===== src/rtl/dram_wr_arbiter.sv =====
// rtl/dram_wr_arbiter.sv - two-source DRAM-cache write arbiter with a registered output slot
//
// Purpose:
//   Merges read-miss fill writes and host writes into a single DRAM-cache
//   write port. The winning request is captured into a one-deep output
//   register that can be refilled in the same cycle it drains, which gives
//   one transfer per clock when the write port keeps ready_i high.
//   By default fill requests win over host requests so that miss data can
//   unblock pending reads as early as possible.
//
// Optional feature:
//   DRAM_WR_ARB_STARVE_EN - when defined, a 4-bit saturating counter tracks
//   consecutive fill grants taken while a host request waits. Once it
//   reaches STARVE_LIMIT and both sides are valid, the host wins one grant.
//   When undefined, fill always wins and host traffic may starve.
//
// Ports:
//   clk           in   single clock, rising edge
//   rst           in   synchronous active-high reset
//   fill_valid_i  in   fill request valid
//   fill_ready_o  out  fill request accepted this cycle (combinational)
//   fill_wdata_i  in   fill {addr, data}
//   host_valid_i  in   host write request valid
//   host_ready_o  out  host request accepted this cycle (combinational)
//   host_wdata_i  in   host {addr, data}
//   valid_o       out  output slot holds a write request
//   ready_i       in   DRAM-cache write port accepts
//   wdata_o       out  registered winning {addr, data}
//   src_o         out  source of wdata_o: 0 = fill, 1 = host

`ifndef AXI_ADDR_WIDTH
`define AXI_ADDR_WIDTH 32
`endif
`ifndef AXI_DATA_WIDTH
`define AXI_DATA_WIDTH 512
`endif

module dram_wr_arbiter #(
  parameter int ADDR_WIDTH   = `AXI_ADDR_WIDTH,
  parameter int DATA_WIDTH   = `AXI_DATA_WIDTH,
  parameter int WDATA_WIDTH  = ADDR_WIDTH + DATA_WIDTH,
  parameter int STARVE_LIMIT = 4
) (
  input  logic                   clk,
  input  logic                   rst,

  input  logic                   fill_valid_i,
  output logic                   fill_ready_o,
  input  logic [WDATA_WIDTH-1:0] fill_wdata_i,

  input  logic                   host_valid_i,
  output logic                   host_ready_o,
  input  logic [WDATA_WIDTH-1:0] host_wdata_i,

  output logic                   valid_o,
  input  logic                   ready_i,
  output logic [WDATA_WIDTH-1:0] wdata_o,
  output logic                   src_o
);

  localparam logic [0:0] S_IDLE = 1'b0;
  localparam logic [0:0] S_HOLD = 1'b1;

  // Limit truncated to the counter width; legal range is 1..15.
  localparam logic [3:0] LP_STARVE_LIMIT = STARVE_LIMIT[3:0];

  logic [0:0]             r_state;
  logic [WDATA_WIDTH-1:0] r_wdata;
  logic                   r_src;

  logic                   w_slot_free;
  logic                   w_host_pri;
  logic                   w_fill_gnt;
  logic                   w_host_gnt;
  logic                   w_any_gnt;

  // ---------------------------------------------------------------------------
  // Optional starvation guard
  // ---------------------------------------------------------------------------
`ifdef DRAM_WR_ARB_STARVE_EN
  logic [3:0] r_starve_cnt;

  // Host takes priority only once fill has won STARVE_LIMIT times in a row
  // while the host was waiting.
  assign w_host_pri = (r_starve_cnt == LP_STARVE_LIMIT);

  always_ff @(posedge clk) begin
    if (rst) begin
      r_starve_cnt <= 4'd0;
    end else if (!host_valid_i || w_host_gnt) begin
      r_starve_cnt <= 4'd0;
    end else if (w_fill_gnt && (r_starve_cnt != 4'hF)) begin
      r_starve_cnt <= r_starve_cnt + 4'd1;
    end
  end
`else
  logic w_unused_starve_limit;

  assign w_host_pri            = 1'b0;
  assign w_unused_starve_limit = ^LP_STARVE_LIMIT;
`endif

  // ---------------------------------------------------------------------------
  // Grant logic
  // ---------------------------------------------------------------------------
  // The slot can take a new request when it is empty, or when its current
  // content leaves this cycle. Reset forces both readies low so nothing is
  // accepted while the block is being cleared.
  always_comb begin
    w_slot_free = 1'b0;
    w_fill_gnt  = 1'b0;
    w_host_gnt  = 1'b0;

    w_slot_free = !rst && ((r_state == S_IDLE) || ready_i);
    w_fill_gnt  = w_slot_free && fill_valid_i && !(w_host_pri && host_valid_i);
    w_host_gnt  = w_slot_free && host_valid_i && (!fill_valid_i || w_host_pri);
  end

  assign w_any_gnt    = w_fill_gnt || w_host_gnt;
  assign fill_ready_o = w_fill_gnt;
  assign host_ready_o = w_host_gnt;

  // ---------------------------------------------------------------------------
  // Output slot
  // ---------------------------------------------------------------------------
  always_ff @(posedge clk) begin
    if (rst) begin
      r_state <= S_IDLE;
      r_wdata <= '0;
      r_src   <= 1'b0;
    end else if (w_any_gnt) begin
      // Load the winner; this also covers drain-and-refill in one cycle.
      r_state <= S_HOLD;
      r_wdata <= w_host_gnt ? host_wdata_i : fill_wdata_i;
      r_src   <= w_host_gnt;
    end else if ((r_state == S_HOLD) && ready_i) begin
      // Drained with nothing to replace it; data is left in place, only
      // valid drops.
      r_state <= S_IDLE;
    end
  end

  // valid is masked during reset so a held request is never offered while
  // it is being discarded.
  assign valid_o = (r_state == S_HOLD) && !rst;
  assign wdata_o = r_wdata;
  assign src_o   = r_src;

endmodule


===== config.mk =====
export PLATFORM = sky130hd
export DESIGN_NAME = dram_wr_arbiter
export DESIGN_NICKNAME = d
export VERILOG_FILES = /design/src/rtl/dram_wr_arbiter.sv
export SDC_FILE = /design/constraint.sdc
export NUM_CORES = 1
export LEC_CHECK = 0
export BUFFER_PORTS_ARGS = -buffer_cell sky130_fd_sc_hd__clkbuf_2
export CORE_AREA = 10 10 640 642
export CTS_BUF_LIST = sky130_fd_sc_hd__clkbuf_8
export DETAILED_ROUTE_END_ITERATION = 16
export DIE_AREA = 0 0 650 652
export GPL_ROUTABILITY_DRIVEN = 0
export HOLD_SLACK_MARGIN = 0.08
export PLACE_DENSITY_LB_ADDON = 0.05
export SLEW_MARGIN = 20
export SYNTH_ARGS = -nofsm -noshare
export SYNTH_HDL_FRONTEND = slang
export SYNTH_SLANG_ARGS = --single-unit

===== constraint.sdc =====
create_clock -name clk -period 3.2 [get_ports clk]
set_clock_uncertainty 0.15 [all_clocks]
set_input_delay 0.64 -clock clk [delete_from_list [all_inputs] [get_ports clk]]
set_output_delay 0.64 -clock clk [all_outputs]
set_load 0.05 [all_outputs]

# After elaboration in Yosys (flattened, before gate mapping)
# Index checks and enable logic that the tools add are counted.
[totals] out_inout_bits=548 elab_cells=18 in_bits=1093 ff_bits=546
[op_classes] muxes=3 n_reduce_logical=11 n_bitwise=1
[ops] operator="$mux 544" count=1
[ops] operator="$logic_and 1x1->1" count=6
[ops] operator="$logic_not 1->1" count=2
[ops] operator="$logic_or 1x1->1" count=2
[ops] operator="$mux 1" count=2
[ops] operator="$reduce_bool 2->1" count=1
[ops] operator="$not 1->1" count=1

# Depth between registers and ports, before layout
# Gate-level depths: netlist of run 1.
[logic_depth] word_depth=7 depth_mapped=7 ltp_nobuf=3

# Worst setup path after synthesis of run 1
# OpenSTA, ideal clock, no wires.
[synth_path] kind="input to output" from="input port rst" to="output port host_ready_o" stages=6 n_path_buf=3 arrival_time_ns=1.773 slack_ns=0.637 t_required_ns=2.410 path_cell_list="buf_2 > inv_1 > and2_1 > clkbuf_1 > buf_2 > and3_1"
[synth_via] elab_chain_len=4
[synth_lines] element="start, declared" line_no="45" source="input logic rst,"
[synth_lines] element="$logic_not 1->1" line_no="114" source="w_slot_free = !rst && ((r_state == S_IDLE) || ready_i);"
[synth_lines] element="$logic_and 1x1->1" line_no="114"
[synth_lines] element="$logic_and 1x1->1 (2 in series)" line_no="116" source="w_host_gnt = w_slot_free && host_valid_i && (!fill_valid_i || w_host_pri);"
[synth_lines] element="end, declared" line_no="52" source="output logic host_ready_o,"
# Every way passes these cells.

# Final worst setup path of run 1
[layout_path] from="input port fill_valid_i" to="register r_wdata[61] (netlist: wdata_o[61])"
[layout_via] elab_chain_len=3 elab_cells_between_ends=5 classes_between="mux (1); reduce/logical (4)"
[layout_lines] element="start, declared" line_no="47" source="input logic fill_valid_i,"
[layout_lines] element="$logic_not 1->1" line_no="116"
[layout_lines] element="$logic_and 1x1->1" line_no="116"
[layout_lines] element="$mux 544 or $logic_or 1x1->1 (tied branches)" line_no="134, 119"
[layout_lines] element="end signal, assigned" line_no="134" source="r_wdata <= w_host_gnt ? host_wdata_i : fill_wdata_i;"
[layout_lines] element="end, declared" line_no="68" source="logic [WDATA_WIDTH-1:0] r_wdata;"
# Several ways; a longest one is shown, not always the timed one.
# A chain may end at the register's enable or synchronous reset.

==> results of run 1 <==
flip-flops by register name (all words and copies together), names as in the netlist:
signal	flops
r_state	1
wdata_o	544
src_o	1
critical path: cells and delay by family:
family	cells	cell delay [ns]
buffers and inverters	7	2.76
AOI/OAI and AO/OA	2	0.32
timing repair:
item / CTS / global route
endpoints found under the hold margin: 536 / 0
endpoints found under the setup margin: 1 / 0
setup buffers: 1 / 0
resized for setup: 1 / 0
hold buffers: 1072 / 0
cell type report:
type,count,area (sq um),share of cell area [%]
antenna,21,52.6,0.101
inverter,546,2060,3.93
clock buffer,165,2270,4.34
tap,5265,6590,12.6
timing repair buffer,2851,20500,39.2
multi-input combinational,1100,9520,18.2
clock inverter,73,358,0.684
sequential,546,10900,20.9
metrics by stage:
stage	area (sq um)	cells	worst slack (ns)	util (%)	power, uW
4_1_cts	52200	10546	0.0881	13.1	26800
2_1_floorplan	24000	2495	0.637	-	12000
3_3_place_gp	38900	9235	0.467	9.78	15800
3_5_place_dp	38900	9235	0.447	9.78	15700
6_report	52300	10567	0.0609	13.2	25600
5_1_grt	52200	10555	0.0679	13.1	27200
Yosys cell counts (all sizes together):
cell type    n
nor2         1
inv        545
o22ai      544
o21ai        1
a221oi     544
nand2b       2
and3         2
buf        171
clkbuf     132
dfxtp      546
and2         1
a21oi        2
clkinv       1
a31oi        1
nor2b        2
path summary, 6_finish.rpt:
check,endpoint,slack (ns)
max,wdata_o[61],0.06
min,wdata_o[489],0.18
min reg2reg,wdata_o[307],0.31
max reg2reg,wdata_o[61],0.74
power groups by stage:
stage	Combinational [uW]	Clock, uW	Sequential, uW
after floorplan	1860	0	10200
after global placement	7570	0	8180
after detailed placement	7540	0	8180
after CTS	8850	9870	8040
after global routing	9090	10000	8080
final	8550	9030	7990
kinds of logic (layout without fill, tap and decap cells):
| kind of cell | Yosys count | after routing | share of synthesized area [%] |
|---|---|---|---|
| buffers and inverters | 849 | 3635 | 15.0 |
| other | 0 | 21 | 0 |
| DFF | 546 | 546 | 45.5 |
| AOI/OAI and AO/OA | 1092 | 1092 | 39.3 |
| and+or+nand+nor | 8 | 8 | 0.198 |
layer usage:
layer / wire (microns) / vias up / share of wire (%) / GRT usage [%]
met5: 115 / - / 0.043 / 0
met4: 4600 / 18 / 1.7 / 2.18
met3: 17500 / 220 / 6.5 / 3.69
met2: 142000 / 972 / 53 / 22.7
met1: 103000 / 15454 / 39 / 13.0
li1: - / 15003 / - / -
==> summary.txt, run 1 <==
Pwr
  – Combinational power share: between 30% and 40%
  – Int Pwr: between 15000 and 20000 uW
  – Reg power frac: between 30% and 40%
  – Maximum VDD drop: 200 uV
  – Clock power share: around a third
  – Switching Fraction: 41.1%
  – NetSw: roughly 11000 uW
  – Leak Pwr: around 0.023 uW
  – Pwr dens: 489 nW/um^2

Logic synthesis
  – Mapped Cells: about 2500
  – Top-area cell type share of the netlist area: between 40% and 50%
  – Netlist Area Pre-Place: 24000 sq um
  – Syn Nets: approximately 3600
  – Yosys reg bits: 546
  – Post-synth top area cell: dfxtp_1
  – Post-synthesis sequential area ratio: a little under half
  – Area contributors post-synth: dfxtp_1, o22ai_1, a221oi_2, a221oi_1, inv_1
  – Yosys warnings: 0
  – Synth cell types: 21
  – Syn_area_per_cell: approximately 9.6 sq um

Global route
  – GRT Util Overall: a little under an eighth
  – Largest net degree at the start of global routing: approximately 110
  – Vias in the first global route: 34707
  – Initial antenna violation count: 34
  – Remaining global-route overflow: 0
  – First-pass GRT wire length: between 300000 and 400000 microns

Die
  – Die Height: 652 microns
  – Row Count: 232
  – Boundary pin count: about 1600
  – Core Region: around 400000 sq um
  – Chip width: 650 microns
  – Starting density of the core: just over 6%
  – Die area: 424000 sq um

STA
  – WHS: approximately 0.18 ns
  – Transition time at the pin with the least slew margin: 1.09 ns
  – Setup violations, final: 0
  – Worst rel slew slack: 27.6%
  – Setup tns final: 0 ns
  – Final number of hold-violating endpoints: 0
  – Max-slew violations: 0
  – Tmin final: between 3 and 4 ns
  – Period utilization: roughly 100%
  – RSZ-0062 raised after global routing: false
  – Maximum clock rate: ~320 MHz

Routing
  – Initial DRC count: ~1200
  – Final WL: 267000 microns
  – Vias per std cell: approximately 3
  – Antenna Nets Post-Route: 0
  – First drt pass iteration count: 5
  – Vias: ~32000
  – Post-route DRC: 0
  – Wire length per cell: roughly 25 microns

Critical path
  – Worst reg-to-reg path cell count: 7
  – Crit path cell chain: dlygate4sd3_1, clkbuf_2, inv_8, buf_12, buf_4, o22ai_1, dlygate4sd3_1, a221oi_1, dlygate4sd3_1
  – Critical Path RT: 3.92 ns
  – Setup crit start: fill_valid_i
  – Crit Path Max Fanout: 54
  – CP endpoint kind: flop
  – Reg2reg start: r_state
  – Crit-path most repeated cell: dlygate4sd3_1
  – Arrival time worst endpoint: roughly 3.9 ns
  – Crit path largest cell delay: roughly 0.59 ns
  – Critical Path Source Type: input pin
  – Critical path type: in -> reg
  – Crit path max-delay cell type: dlygate4sd3_1

Hold path
  – Hold Path Depth: 3
  – Hold Path Class: in -> reg
  – Critical hold path startpoint: host_wdata_i[489]

Placement
  – Buffers on Ports: between 1500 and 2000
  – Hpwl dp: roughly 220000 microns

Job
  – Max-cap violations: 0

Clock tree
  – H-tree Lvls: 4
  – Clock Latency Late Sink: ~0.9 ns
  – Num CTS Buffers: 146
  – Clk sinks: ~550
  – Clock buffer depth: 4
  – Clock root cell: clkbuf_8
  – Clock-pin slew on the worst setup and hold paths: approximately 0.05 ns
  – TritonCTS clock tree: done

Final layout
  – Layout cells sized above 1: roughly 41%
  – # fillers: around 46000
  – Most frequent cells in the layout: clkbuf_2, dlygate4sd3_1, inv_1
  – Final #Nets: ~6300
  – Most common cell after layout, fill and taps aside: clkbuf_2
  – P&R area growth vs syn: 118%

Outcome
  – Status: complete, no violations
(Power assumes the default switching activity.)
==> inputs of run 2 (changes only) <==
--- a/config.mk
+++ b/config.mk
@@ -6,10 +6,10 @@
 export NUM_CORES = 1
 export LEC_CHECK = 0
 export BUFFER_PORTS_ARGS = -buffer_cell sky130_fd_sc_hd__clkbuf_2
-export CORE_AREA = 10 10 640 642
+export CORE_AREA = 2 2 632 634
 export CTS_BUF_LIST = sky130_fd_sc_hd__clkbuf_8
 export DETAILED_ROUTE_END_ITERATION = 16
-export DIE_AREA = 0 0 650 652
+export DIE_AREA = 0 0 634 636
 export GPL_ROUTABILITY_DRIVEN = 0
 export HOLD_SLACK_MARGIN = 0.08
 export PLACE_DENSITY_LB_ADDON = 0.05
==> run 2 against run 1 <==
Compared with the run above:
- the run now ends with setup timing left
- utilization is 0.097 points higher
- global-route usage grew 0.39 points
- first-iteration DRC count is 0.50% higher
- routed wire length down 3.3%
- final cell count grew 0.24%
- count of clock-buffer cells in the layout grew 9
- sequential share of layout area fell by 0.14 points
- design area rose by 0.66%
- clock power up 2.3%
- combinational power about the same
- largest power group unchanged
==> summary.txt, run 2 (same netlist as run 1, synthesis figures left out) <==
STA
  – Tmin final: 3.23 ns (+0.0899 ns)
  – Final worst slack: -0.0290 ns (-0.0899 ns)
  – Period utilization: 101% (+2.8 points)
  – Transition time at the pin with the least slew margin: 0.909 ns (-0.177 ns)
  – Final number of hold-violating endpoints: 0 (unchanged)
  – Worst rel slew slack: 39.4% (+12 points)
  – RSZ-0062 raised after global routing: false
  – Max-slew violations: 0 (unchanged)
  – Maximum clock rate: 310 MHz (-2.8%)
  – Setup tns final: -0.0290 ns (-0.0290 ns)
  – Setup violations, final: 1 (+1)

Routing
  – Vias per std cell: 3.02 (+0.87%)
  – Vias: 32018 (+1.1%)
  – Initial DRC count: 1213 (+0.50%)
  – Post-route DRC: 0 (unchanged)
  – Wire length per cell: 24.4 microns (-3.6%)
  – Antenna Nets Post-Route: 0 (unchanged)
  – First drt pass iteration count: 5 (unchanged)
  – Final WL: 258000 microns (-3.3%)

Placement
  – Buffers on Ports: 1640 (unchanged)
  – Hpwl dp: 210000 microns (-4.8%)
  – Placed cells: 9225 (-0.11%)
  – Placed cell area: 38700 sq um (-0.35%)

Die
  – Starting density of the core: 6.05% (about the same)
  – Chip width: 634 microns (-2.5%)
  – Die Height: 636 microns (-2.5%)
  – Row Count: 232 (unchanged)
  – Boundary pin count: 1641 (unchanged)
  – Core Region: 397000 sq um (about the same)
  – Die area: 403000 sq um (-4.9%)

Final layout
  – Post-layout util: 13.3% (+0.097 points)
  – Most frequent cells in the layout: clkbuf_2, dlygate4sd3_1, inv_1
  – P&R area growth vs syn: 119%
  – Sequential cell area: 10900 sq um (unchanged)
  – Max reg flops: 544 (unchanged)
  – Final #Nets: 6310 (+0.41%)
  – # fillers: 45875 (+0.32%)
  – Layout cells sized above 1: 40.7% (-0.31 points)
  – Fin cells: 10592 (+0.24%)
  – Design area: 52600 sq um (+0.66%)
  – Multi-input combinational cell area: 9520 sq um (unchanged)
  – Most common cell after layout, fill and taps aside: clkbuf_2

Critical path
  – Critical Path RT: 3.82 ns (-0.10 ns)
  – Critical Path Source Type: input pin
  – CP endpoint kind: flop
  – Critical path type: in -> reg
  – Crit Path Max Fanout: 61 (+13%)
  – Arrival time worst endpoint: 3.85 ns (about the same)

Global route
  – Largest net degree at the start of global routing: 97 (-11%)
  – Remaining global-route overflow: 0 (unchanged)
  – Initial antenna violation count: 39 (+15%)
  – Vias in the first global route: 34126 (-1.7%)
  – GRT Util Overall: 12.3% (+0.39 points)
  – First-pass GRT wire length: 335000 microns (-3.2%)

Clock tree
  – H-tree Lvls: 4 (unchanged)
  – Clock root cell: clkbuf_8
  – Num CTS Buffers: 146 (unchanged)
  – Clock buffer depth: 4 (unchanged)
  – Clock-pin slew on the worst setup and hold paths: 0.06 ns (about the same)
  – Clock Latency Late Sink: 0.91 ns (about the same)
  – TritonCTS clock tree: done
  – Clk sinks: 546 (unchanged)

Job
  – Max-cap violations: 0 (unchanged)

Pwr
  – Maximum VDD drop: 208 uV (+4.1%)
  – Tot Pwr: 25700 uW (+0.64%)
  – Clock power share: 35.9% (+0.6 points)
  – Switching Fraction: 40.5% (-0.58 points)
  – NetSw: 10400 uW (-0.77%)
  – Int Pwr: 15300 uW (+1.6%)
  – Leak Pwr: 0.0231 uW (+0.66%)
  – Combinational power share: 33.1% (-0.3 points)
  – Reg power frac: 31.0% (-0.2 points)
  – Pwr dens: 489 nW/um^2 (about the same)

Outcome
  – Status: finished with violations
  – Violated checks: setup timing

Hold path
  – Hold Path Class: in -> reg
run 2: cell count changes in the layout (fill, tap and decap cells not counted), moves of 2 or more:
cell           previous run  this run
clkbuf_8                165       174
buf_16                    0         2
clkinv_2                  7         4
buf_4                    98        89
buf_6                     0         2
inv_1                   600       595
buf_12                   41        35
dlygate4sd3_1          1072      1109
clkinvlp_4                4         2
run 2: timing repair:
item,4_1_cts,5_1_grt
buffers inserted,0,0
hold buffers,1109,0
endpoints found under the setup margin,0,20
hold endpoints to repair,540,0
resized for setup,0,10
run 2: through the flow:
step	setup slack [ns]	hold slack, ns
floorplan	0.637	0.365
global placement	0.469	0.300
detailed placement	0.471	0.301
CTS	0.0187	0.0834
global route	0.0106	0.118
finish	-0.0290	0.201
run 2: layout make-up:
type	count	area share [%]
clock inverter	64	0.604
clock buffer	174	4.55
inverter	546	3.92
multi-input combinational	1100	18.1
antenna	20	0.0951
tap	5265	12.5
sequential	546	20.8
timing repair buffer	2877	39.5
run 2: per-layer routing:
metal  global-route usage (%)  wire, microns
met5                        0             33
met4                     2.55           5080
met3                     3.77          18200
met2                     23.2         136000
met1                     13.4          99000
run 2: final timing paths:
check | startpoint | end | cells after the start | slack, ns
max | fill_valid_i | wdata_o[355] | 9 | -0.03
min | host_wdata_i[499] | wdata_o[499] | 3 | 0.20
max reg2reg | r_state | wdata_o[334] | 6 | 0.58
min reg2reg | wdata_o[298] | wdata_o[298] | 2 | 0.31
run 2: power groups by stage:
stage	Clock, uW	Combinational [uW]	Sequential [uW]
2_1_floorplan	0	1860	10200
3_3_place_gp	0	7510	8150
3_5_place_dp	0	7480	8160
4_1_cts	10100	8830	8020
5_1_grt	10200	9100	8070
6_report	9240	8530	7970
run 2: worst max-delay path: stages:
cell and delay (ns):
dlygate4sd3_1 0.55, clkbuf_4 0.22, clkinv_8 0.18, buf_16 0.24
buf_4 0.31, o22ai_1 0.22, dlygate4sd3_1 0.62, a221oi_2 0.06
dlygate4sd3_1 0.58
==> inputs of run 3 (changes only) <==
--- a/config.mk
+++ b/config.mk
@@ -5,11 +5,12 @@
 export SDC_FILE = /design/constraint.sdc
 export NUM_CORES = 1
 export LEC_CHECK = 0
+export ABC_AREA = 1
 export BUFFER_PORTS_ARGS = -buffer_cell sky130_fd_sc_hd__clkbuf_2
-export CORE_AREA = 2 2 632 634
+export CORE_AREA = 2 2 639 641
 export CTS_BUF_LIST = sky130_fd_sc_hd__clkbuf_8
 export DETAILED_ROUTE_END_ITERATION = 16
-export DIE_AREA = 0 0 634 636
+export DIE_AREA = 0 0 641 643
 export GPL_ROUTABILITY_DRIVEN = 0
 export HOLD_SLACK_MARGIN = 0.08
 export PLACE_DENSITY_LB_ADDON = 0.05
==> run 3 against run 2 <==
Compared with the run above:
- the flow now finishes without violations
- non-clock buffer count increased by 29
- combinational power is 2% higher
- routed wire length is 8.2% higher
- sequential share of layout area decreased by 2.6 points
- count of clock-buffer cells in the layout up 12
- sequential cell count is the same
- largest power group unchanged
- design area grew 14%
- via count is 32% higher
- register-to-register slack got worse by 0.24 ns
- first-iteration DRC count up 53%
- critical path type is now in -> out
- fmax grew 2.9%
- global-route usage rose by 0.74 points
==> summary.txt, run 3 <==
Critical path
  – Crit path max-delay cell type: dlygate4sd3_1
  – Critical path type: in -> out
  – Worst Setup EP: fill_ready_o
  – Reg2reg end: wdata_o[418]
  – Worst Path Buf+Inv: 6 (-1)
  – CP endpoint kind: output port
  – Setup crit start: rst
  – Crit path cell chain: dlygate4sd3_1, clkbuf_2, clkinv_8, nand3_4, buf_4, inv_1, clkbuf_4
  – Crit path largest cell delay: 0.54 ns (-0.08 ns)
  – CP top delay family: buffers and inverters
  – Critical Path RT: 2.41 ns (-1.41 ns)
  – Arrival time worst endpoint: 2.35 ns (-1.50 ns)
  – Worst reg-to-reg path cell count: 11 (+5)
  – Crit Path Max Fanout: 18 (-70%)
  – Critical Path Source Type: input pin
  – Reg2reg start: r_state
  – CP Depth: 7 (-2)
  – Reg2reg setup slack: 0.34 ns (-0.24 ns)

Die
  – Row Count: 234 (+0.86%)
  – Boundary pin count: 1641 (unchanged)
  – Core Region: 405000 sq um (+2.0%)
  – Die area: 412000 sq um (+2.2%)
  – Chip width: 641 microns (+1.1%)
  – Starting density of the core: 7.67% (+1.6 points)
  – Die Height: 643 microns (+1.1%)

STA
  – Tmin final: 3.14 ns (-0.0898 ns)
  – Final number of hold-violating endpoints: 0 (unchanged)
  – Max-slew violations: 0 (unchanged)
  – Setup violations, final: 0 (-1)
  – Final worst slack: 0.0607 ns (+0.0898 ns)
  – Worst rel slew slack: 35.3% (-4.1 points)
  – Transition time at the pin with the least slew margin: 0.970 ns (+0.0613 ns)
  – Period utilization: 98.1% (-2.8 points)
  – Maximum clock rate: 319 MHz (+2.9%)

Final layout
  – Multi-input combinational cell area: 16400 sq um (+73%)
  – Post-layout util: 14.9% (+1.6 points)
  – Most common cell after layout, fill and taps aside: clkbuf_2
  – # fillers: 47862 (+4.3%)
  – Most frequent cells in the layout: clkbuf_2, nor2_1, nand2_1
  – Final #Nets: 9067 (+44%)
  – P&R area growth vs syn: 93.8%
  – Sequential cell area: 10900 sq um (unchanged)
  – Layout cells sized above 1: 25.0% (-16 points)
  – Max reg flops: 544 (unchanged)

Logic synthesis
  – Most frequent cell after synthesis: nand2_1
  – Netlist Area Pre-Place: 31100 sq um (+29%)
  – Number of synthesized flops with an enable pin: 0 (unchanged)
  – Yosys reg bits: 546 (unchanged)
  – Synth cell types: 13 (-38%)
  – Mapped Cells: 5274 (+110%)
  – Area contributors post-synth: dfxtp_1, nand2_1, nor2_1, nand3b_1, inv_1
  – Yosys warnings: 0 (unchanged)
  – Top-area cell type share of the netlist area: 35.2% (-10 points)
  – Most used DFF post-synth: dfxtp_1
  – Post-synthesis sequential area ratio: 35.2% (-10 points)
  – Synth async-reset ratio: 0% (unchanged)
  – Commonest cells post-synth: nand2_1, nor2_1, inv_1, dfxtp_1, nand3b_1
  – Syn_area_per_cell: 5.89 sq um (-39%)
  – Syn Nets: 6367 (+77%)
  – Post-synth top area cell: dfxtp_1

Routing
  – Wire length per cell: 20.6 microns (-16%)
  – Post-route DRC: 0 (unchanged)
  – Vias per std cell: 3.11 (+3.0%)
  – Top Layer Used: met5
  – First drt pass iteration count: 5 (unchanged)
  – DR WL met2: 141000 microns (+3.2%)
  – Antenna Nets Post-Route: 0 (unchanged)
  – Final WL: 280000 microns (+8.2%)
  – Vias: 42217 (+32%)
  – Met1 Wirelength: 108000 microns (+9.4%)
  – Initial DRC count: 1858 (+53%)
  – Met3 wire length: 22200 microns (+22%)

Pwr
  – Tot Pwr: 26300 uW (+2.0%)
  – Maximum VDD drop: 242 uV (+16%)
  – Leak Pwr: 0.0328 uW (+42%)
  – Pwr dens: 436 nW/um^2 (-11%)

Placement
  – Hpwl dp: 224000 microns (+6.4%)
  – Buffers on Ports: 1640 (unchanged)
  – Place WS: 0.110 ns (-0.361 ns)

Clock tree
  – H-tree Lvls: 4 (unchanged)
  – Clock-pin slew on the worst setup and hold paths: 0.06 ns (about the same)
  – Clock buffer depth: 4 (unchanged)
  – Clk sinks: 546 (unchanged)
  – TritonCTS clock tree: done
  – Clock root cell: clkbuf_8
  – Clock Latency Late Sink: 0.94 ns (+0.03 ns)
  – Num CTS Buffers: 153 (+4.8%)

Hold path
  – Hold Path Class: in -> reg
  – Critical hold path startpoint: host_wdata_i[332]

Global route
  – First-pass GRT wire length: 375000 microns (+12%)
  – GRT Util Overall: 13.1% (+0.74 points)
  – Largest net degree at the start of global routing: 117 (+21%)
  – Vias in the first global route: 44309 (+30%)
  – Remaining global-route overflow: 0 (unchanged)
  – Initial antenna violation count: 157 (+300%)

Outcome
  – Status: complete, no violations

Job
  – Max-cap violations: 0 (unchanged)
run 3: worst min path at each step:
stage / to / cells past startpoint
finish: wdata_o[332] / 5
global route: wdata_o[332] / 5
detailed placement: src_o / 2
CTS: wdata_o[332] / 5
global placement: src_o / 2
floorplan: r_state / 2
run 3: per-layer routing:
metal | GRT usage (%) | vias up
li1 | - | 21097
met1 | 14.1 | 19349
met2 | 23.6 | 1256
met3 | 4.66 | 441
met4 | 3.96 | 74
met5 | 0 | -
run 3: layout make-up:
type | instances | area share [%]
Timing Repair Buffer | 2906 | 34.9
Multi-Input combinational cell | 3817 | 27.3
Sequential cell | 546 | 18.1
Tap cell | 5428 | 11.3
Clock buffer | 186 | 4.25
Inverter | 550 | 3.45
Clock inverter | 65 | 0.488
Antenna cell | 64 | 0.266
run 3: report_power, final:
group,internal (uW),switching [uW]
Clock,5170,4610
Sequential,7430,355
Combinational,3080,5600
Total,15700,10600
run 3: stage by stage:
step	TNS (ns)	std cells	hold slack [ns]	instance area [sq um]
after CTS	0	13498	0.108	60100
after detailed placement	0	12158	0.327	46300
final	0	13562	0.214	60200
after floorplan	0	5274	0.380	31100
after global routing	-0.00271	13533	0.118	60200
after global placement	0	12158	0.323	46300
run 3: cell families (layout without fill, tap and decap cells):
group | count (synthesis) | after routing | share of synthesized area, %
simple gates | 3816 | 3816 | 52.7
buf+inv | 911 | 3707 | 12.1
flops | 546 | 546 | 35.2
compound gates | 1 | 1 | 0.0201
other cells | 0 | 64 | 0
run 3: what timing repair did:
action                                  in CTS  in global routing
endpoints found under the hold margin      545                  0
hold buffers                              1089                  0
endpoints found under the setup margin       2                  1
setup buffers                                0                  0
gates resized for setup                      5                  1
gates cloned                                 0                  0
run 3: worst reg2reg max path, cell delays in order, from the launching register on:
cell	delay [ns]
dfxtp_1	0.41
nand2_4	0.12
nand3_4	0.14
buf_12	0.17
buf_12	0.21
buf_12	0.37
buf_4	0.35
nand2_1	0.10
nand2_1	0.07
nor2_1	0.04
dlygate4sd3_1	0.55
nor2_1	0.08
